## src/rtl/fifo_pkg.sv

```systemverilog
// Shared definitions for the dual-clock gray-pointer FIFO.
// Pointer code conversions, depth derivation and diagnostic counter width.
package fifo_pkg;

    localparam int DROP_CNT_W   = 8;
    localparam int ADDRSIZE_DEF = 4;
    localparam int DEPTH        = 1 << ADDRSIZE_DEF;

    function automatic int depth_of(input int addrsize);
        return 1 << addrsize;
    endfunction

    function automatic logic [31:0] bin2gray(input logic [31:0] b);
        return b ^ (b >> 1);
    endfunction

    function automatic logic [31:0] gray2bin(input logic [31:0] g);
        logic [31:0] b;
        b = '0;
        for (int i = 0; i < 32; i++) begin
            b[i] = ^(g >> i);
        end
        return b;
    endfunction

endpackage

```

## src/rtl/gray2bin.sv

```systemverilog
// Gray to binary converter, each binary bit is the XOR of all
// gray bits at or above it.
module gray2bin #(
    parameter int SIZE = 5
) (
    input  logic [SIZE-1:0] gray,
    output logic [SIZE-1:0] bin
);

    always_comb begin
        bin = '0;
        for (int i = 0; i < SIZE; i++) begin
            bin[i] = ^(gray >> i);
        end
    end

endmodule

```

## src/rtl/wptr_full_ctrl.sv

```systemverilog
// Write-domain pointer, full/almost-full, level and overflow
// diagnostics for the dual-clock gray-pointer FIFO.
module wptr_full_ctrl
    import fifo_pkg::*;
#(
    parameter int ADDRSIZE     = 4,
    parameter int AFULL_THRESH = 12
) (
    input  logic                  wclk,
    input  logic                  wresetb,
    input  logic                  winc,
    input  logic [ADDRSIZE:0]     wq2_rptr,
    input  logic                  wovf_clr,
    output logic [ADDRSIZE-1:0]   waddr,
    output logic                  wclken,
    output logic [ADDRSIZE:0]     wptr,
    output logic                  wfull,
    output logic                  walmost_full,
    output logic [ADDRSIZE:0]     wlevel,
    output logic                  woverflow,
    output logic [DROP_CNT_W-1:0] wdrop_cnt
);

    localparam int A = ADDRSIZE;
    localparam logic [DROP_CNT_W-1:0] DROP_MAX = '1;

    logic [A:0]            wbin_q, wbin_d;
    logic [A:0]            wptr_q, wptr_d;
    logic                  wfull_q, wfull_d;
    logic                  wafull_q, wafull_d;
    logic [A:0]            wlevel_q, wlevel_d;
    logic                  wovf_q, wovf_d;
    logic [DROP_CNT_W-1:0] wdrop_q, wdrop_d;
    logic [A:0]            rbin_s;
    logic [A:0]            level_next;
    logic                  reject;

    gray2bin #(
        .SIZE(A + 1)
    ) u_rptr_g2b (
        .gray(wq2_rptr),
        .bin (rbin_s)
    );

    assign wclken = winc & ~wfull_q;
    assign waddr  = wbin_q[A-1:0];
    assign reject = winc & wfull_q;

    always_comb begin
        wbin_d     = wbin_q + {{A{1'b0}}, wclken};
        wptr_d     = (wbin_d >> 1) ^ wbin_d;
        // Full when the next write pointer is exactly one lap ahead of the read pointer
        wfull_d    = (wptr_d == {~wq2_rptr[A:A-1], wq2_rptr[A-2:0]});
        level_next = wbin_d - rbin_s;
        wlevel_d   = level_next;
        wafull_d   = (level_next >= (A+1)'(AFULL_THRESH));
    end

    // Clear takes effect before a same-cycle reject is recorded
    always_comb begin
        wovf_d  = wovf_q;
        wdrop_d = wdrop_q;
        if (wovf_clr) begin
            wovf_d  = 1'b0;
            wdrop_d = '0;
        end
        if (reject) begin
            wovf_d = 1'b1;
            if (wdrop_d != DROP_MAX) begin
                wdrop_d = wdrop_d + 1'b1;
            end
        end
    end

    always_ff @(posedge wclk or negedge wresetb) begin
        if (!wresetb) begin
            wbin_q   <= '0;
            wptr_q   <= '0;
            wfull_q  <= 1'b0;
            wafull_q <= 1'b0;
            wlevel_q <= '0;
            wovf_q   <= 1'b0;
            wdrop_q  <= '0;
        end else begin
            wbin_q   <= wbin_d;
            wptr_q   <= wptr_d;
            wfull_q  <= wfull_d;
            wafull_q <= wafull_d;
            wlevel_q <= wlevel_d;
            wovf_q   <= wovf_d;
            wdrop_q  <= wdrop_d;
        end
    end

    assign wptr         = wptr_q;
    assign wfull        = wfull_q;
    assign walmost_full = wafull_q;
    assign wlevel       = wlevel_q;
    assign woverflow    = wovf_q;
    assign wdrop_cnt    = wdrop_q;

endmodule

```

## config.mk

```make
export PLATFORM = sky130hd
export DESIGN_NAME = wptr_full_ctrl
export DESIGN_NICKNAME = d
export VERILOG_FILES = /design/src/rtl/fifo_pkg.sv /design/src/rtl/gray2bin.sv /design/src/rtl/wptr_full_ctrl.sv
export SDC_FILE = /design/constraint.sdc
export NUM_CORES = 1
export LEC_CHECK = 0
export BUFFER_PORTS_ARGS = -buffer_cell sky130_fd_sc_hd__buf_2
export CORE_UTILIZATION = 30
export CTS_CLUSTER_SIZE = 8
export DETAILED_ROUTE_END_ITERATION = 6
export GPL_TIMING_DRIVEN = 0
export PLACE_DENSITY_LB_ADDON = 0.12
export RECOVER_POWER = 25
export SETUP_SLACK_MARGIN = 0.1
export SLEW_MARGIN = 20
export SYNTH_ARGS = -nofsm -noshare
export SYNTH_HDL_FRONTEND = slang
export SYNTH_HIERARCHICAL = 1
export SYNTH_SLANG_ARGS = --single-unit
```

## constraint.sdc

```tcl
create_clock -name wclk -period 2.8 [get_ports wclk]
set_input_delay 0.56 -clock wclk [delete_from_list [all_inputs] [get_ports wclk]]
set_output_delay 0.56 -clock wclk [all_outputs]
set_load 0.02 [all_outputs]
```

==> metrics <==
gpl congestion=0.725; clock sink count=25; # IOs=35; Die Area=5300 um2; Vias/cell=4.52; CTS max path bufs=2; Final Non-Filler Cells=242; Startpoint Class=flop; PortBufs=34; core area=4790 um2; vias in the first global route=1,102; Final setup viols=0; Cell Area, Synth=1500 um2; fin crit share=0.888; Mapped Nets=153; Multi-input gate area=836 um2; Starting Density=0.314; Yosys reg bits=25; # hold bufs at CTS=0; Final WS setup=312 ps; async set-or-reset flop fraction in the synthesized netlist=1.00; Storage cell area=626 um2; critical path capture point type=flop; fin area=1840 um2; # nets final=193; sequential share of the synthesized area=0.416; maximum capacitance violations=0; TritonCTS clock tree=done; vias=1,094; H-tree depth=1; worst slew pin tran=1380 ps; WHS Path Cells=2; GRT Overall Usage=0.129; global route overflow=0; wire per inst=12.5 um; dominant synthesized flop cell=dfrtp_1; Fill cells=500; CTS buffer count=3; ant diodes=0; Synth Instances=136; peak supply drop=0.000531 V; Die Wd=72.8 um; worst hold slack=533 ps; Post-DRT Antenna Nets=0; CP arrival=2640 ps; Die Y=72.8 um; synth unique cells=44; Post-Syn Area per Cell=11.0 um2; Area growth, synth to finish=22.4%; worst reg2reg path depth=8; initial DRC count=32; number of synthesized flops with an enable pin=0; clk root buf=clkbuf_8; HPWL Detailed=2400 um; Fmax achieved=402 MHz; Pre-Repair DR Iteration Count=4; initial antenna violation count=0; Worst Path Required=2950 ps; status=complete, no violations; Ys Warns=6; DP Area=1770 um2; largest net degree at the start of global routing=26; DRC viols=0; first-pass GRT wire length=5170 um; Post-Route WL=3020 um; RSZ-0062 raised after global routing=no; most frequent cells in the layout=33 x buf_2, 25 x dfrtp_1, 12 x xnor2_1; clk slew on worst S/H paths=100 ps; most common cell after layout, fill and taps aside=buf_2; final hold violation count=0; worst skew pair latency=270 ps; final count of pins violating max slew=0; HP Class=reg2reg; clk_skew=7.54 ps; placed cells=237; worst-path maximum fanout=5; share of cells above drive strength 1=0.326; Rel. slew slack=0.0815; minimum clock period=2490 ps; Power Density=1110 nW/um2; worst setup path class=reg2reg; number of cell rows=25; Final Power=2.04 mW; dpl ws=-78.8 ps; leakage=0.876 nW
-- power by group --
part           internal (mW)  switching [mW]
Sequential             0.499          0.0907
Combinational          0.577           0.660
Clock                 0.0995           0.118
-- critical path, stage by stage (launching register included) --
cell	delay, ps
dfrtp_1	440
nor2b_4	130
ha_2	230
nand3_2	140
xnor2_2	240
ha_1	330
or4_1	540
a41oi_1	220
nand3_1	90
-- what timing repair did --
item / in CTS / in global routing
resized for setup: 0 / 3
setup buffers: 0 / 1
endpoints found under the setup margin: 0 / 2
hold endpoints to repair: 0 / 0
-- cells in the mapped netlist, types with 3 or more instances --
master     n  area, um2
nand2b_1   3       18.8
dfrtp_1   25        626
nand3_1    4       20.0
a21oi_1    3       15.0
inv_1     11       41.3
nand4_1    3       18.8
xor2_1     8       70.1
nor2b_1    6       37.5
nor2_1     5       18.8
nor3_1     6       30.0
xnor2_1   13        114
ha_1       7       87.6
o21ai_0    3       15.0
nand2_1    4       15.0
-- per-layer routing --
metal | global-route usage | vias to the layer above | share of wire
li1 | - | 540 | -
met1 | 0.168 | 532 | 0.47
met2 | 0.216 | 20 | 0.49
met3 | 0.0207 | 2 | 0.035
met4 | 0.0458 | 0 | 0.0086
met5 | 0 | - | 0
-- kinds of logic (layout without fill, tap and decap cells) --
family,after synthesis,in the layout,share of synthesized area
AO/OA/AOI/OAI,18,18,0.0849
XOR/XNOR,26,26,0.197
adder cells (fa/ha/maj),8,8,0.0716
buffers and inverters,15,54,0.0475
flip-flops,25,25,0.416
multiplexers,2,2,0.0142
AND/OR/NAND/NOR,42,42,0.169
-- path summary, 6_finish.rpt --
path	from	endpoint	slack, ps
worst max-delay path	wfull$_DFF_PN0_	walmost_full$_DFF_PN0_	310
worst min-delay path	woverflow$_DFFE_PN0P_	woverflow$_DFFE_PN0P_	530
min in group asynchronous	wresetb	wdrop_cnt[6]$_DFF_PN0_	590
worst max register to register	wfull$_DFF_PN0_	walmost_full$_DFF_PN0_	310
max in group asynchronous	wresetb	wdrop_cnt[0]$_DFF_PN0_	1410
worst min register to register	woverflow$_DFFE_PN0P_	woverflow$_DFFE_PN0P_	530
-- final cells by class --
class / instances / area share
Multi-Input combinational cell: 96 / 0.454
Sequential cell: 25 / 0.340
Timing Repair Buffer: 35 / 0.0959
Tap cell: 67 / 0.0456
Clock buffer: 3 / 0.0224
Inverter: 11 / 0.0224
Buffer: 4 / 0.0163
Clock inverter: 1 / 0.00272
-- registers in the layout (all words and copies together) (netlist names) --
signal,flops
woverflow,1
wlevel,5
wptr,4
wbin_q,5
wdrop_cnt,8
walmost_full,1
wfull,1
-- stage by stage --
stage          TNS, ps   util
2_1_floorplan        0      -
3_3_place_gp     -46.1  0.370
3_5_place_dp      -138  0.370
4_1_cts              0  0.380
5_1_grt              0  0.384
6_report             0  0.384
Note: power is estimated with default switching activity, not from simulation.
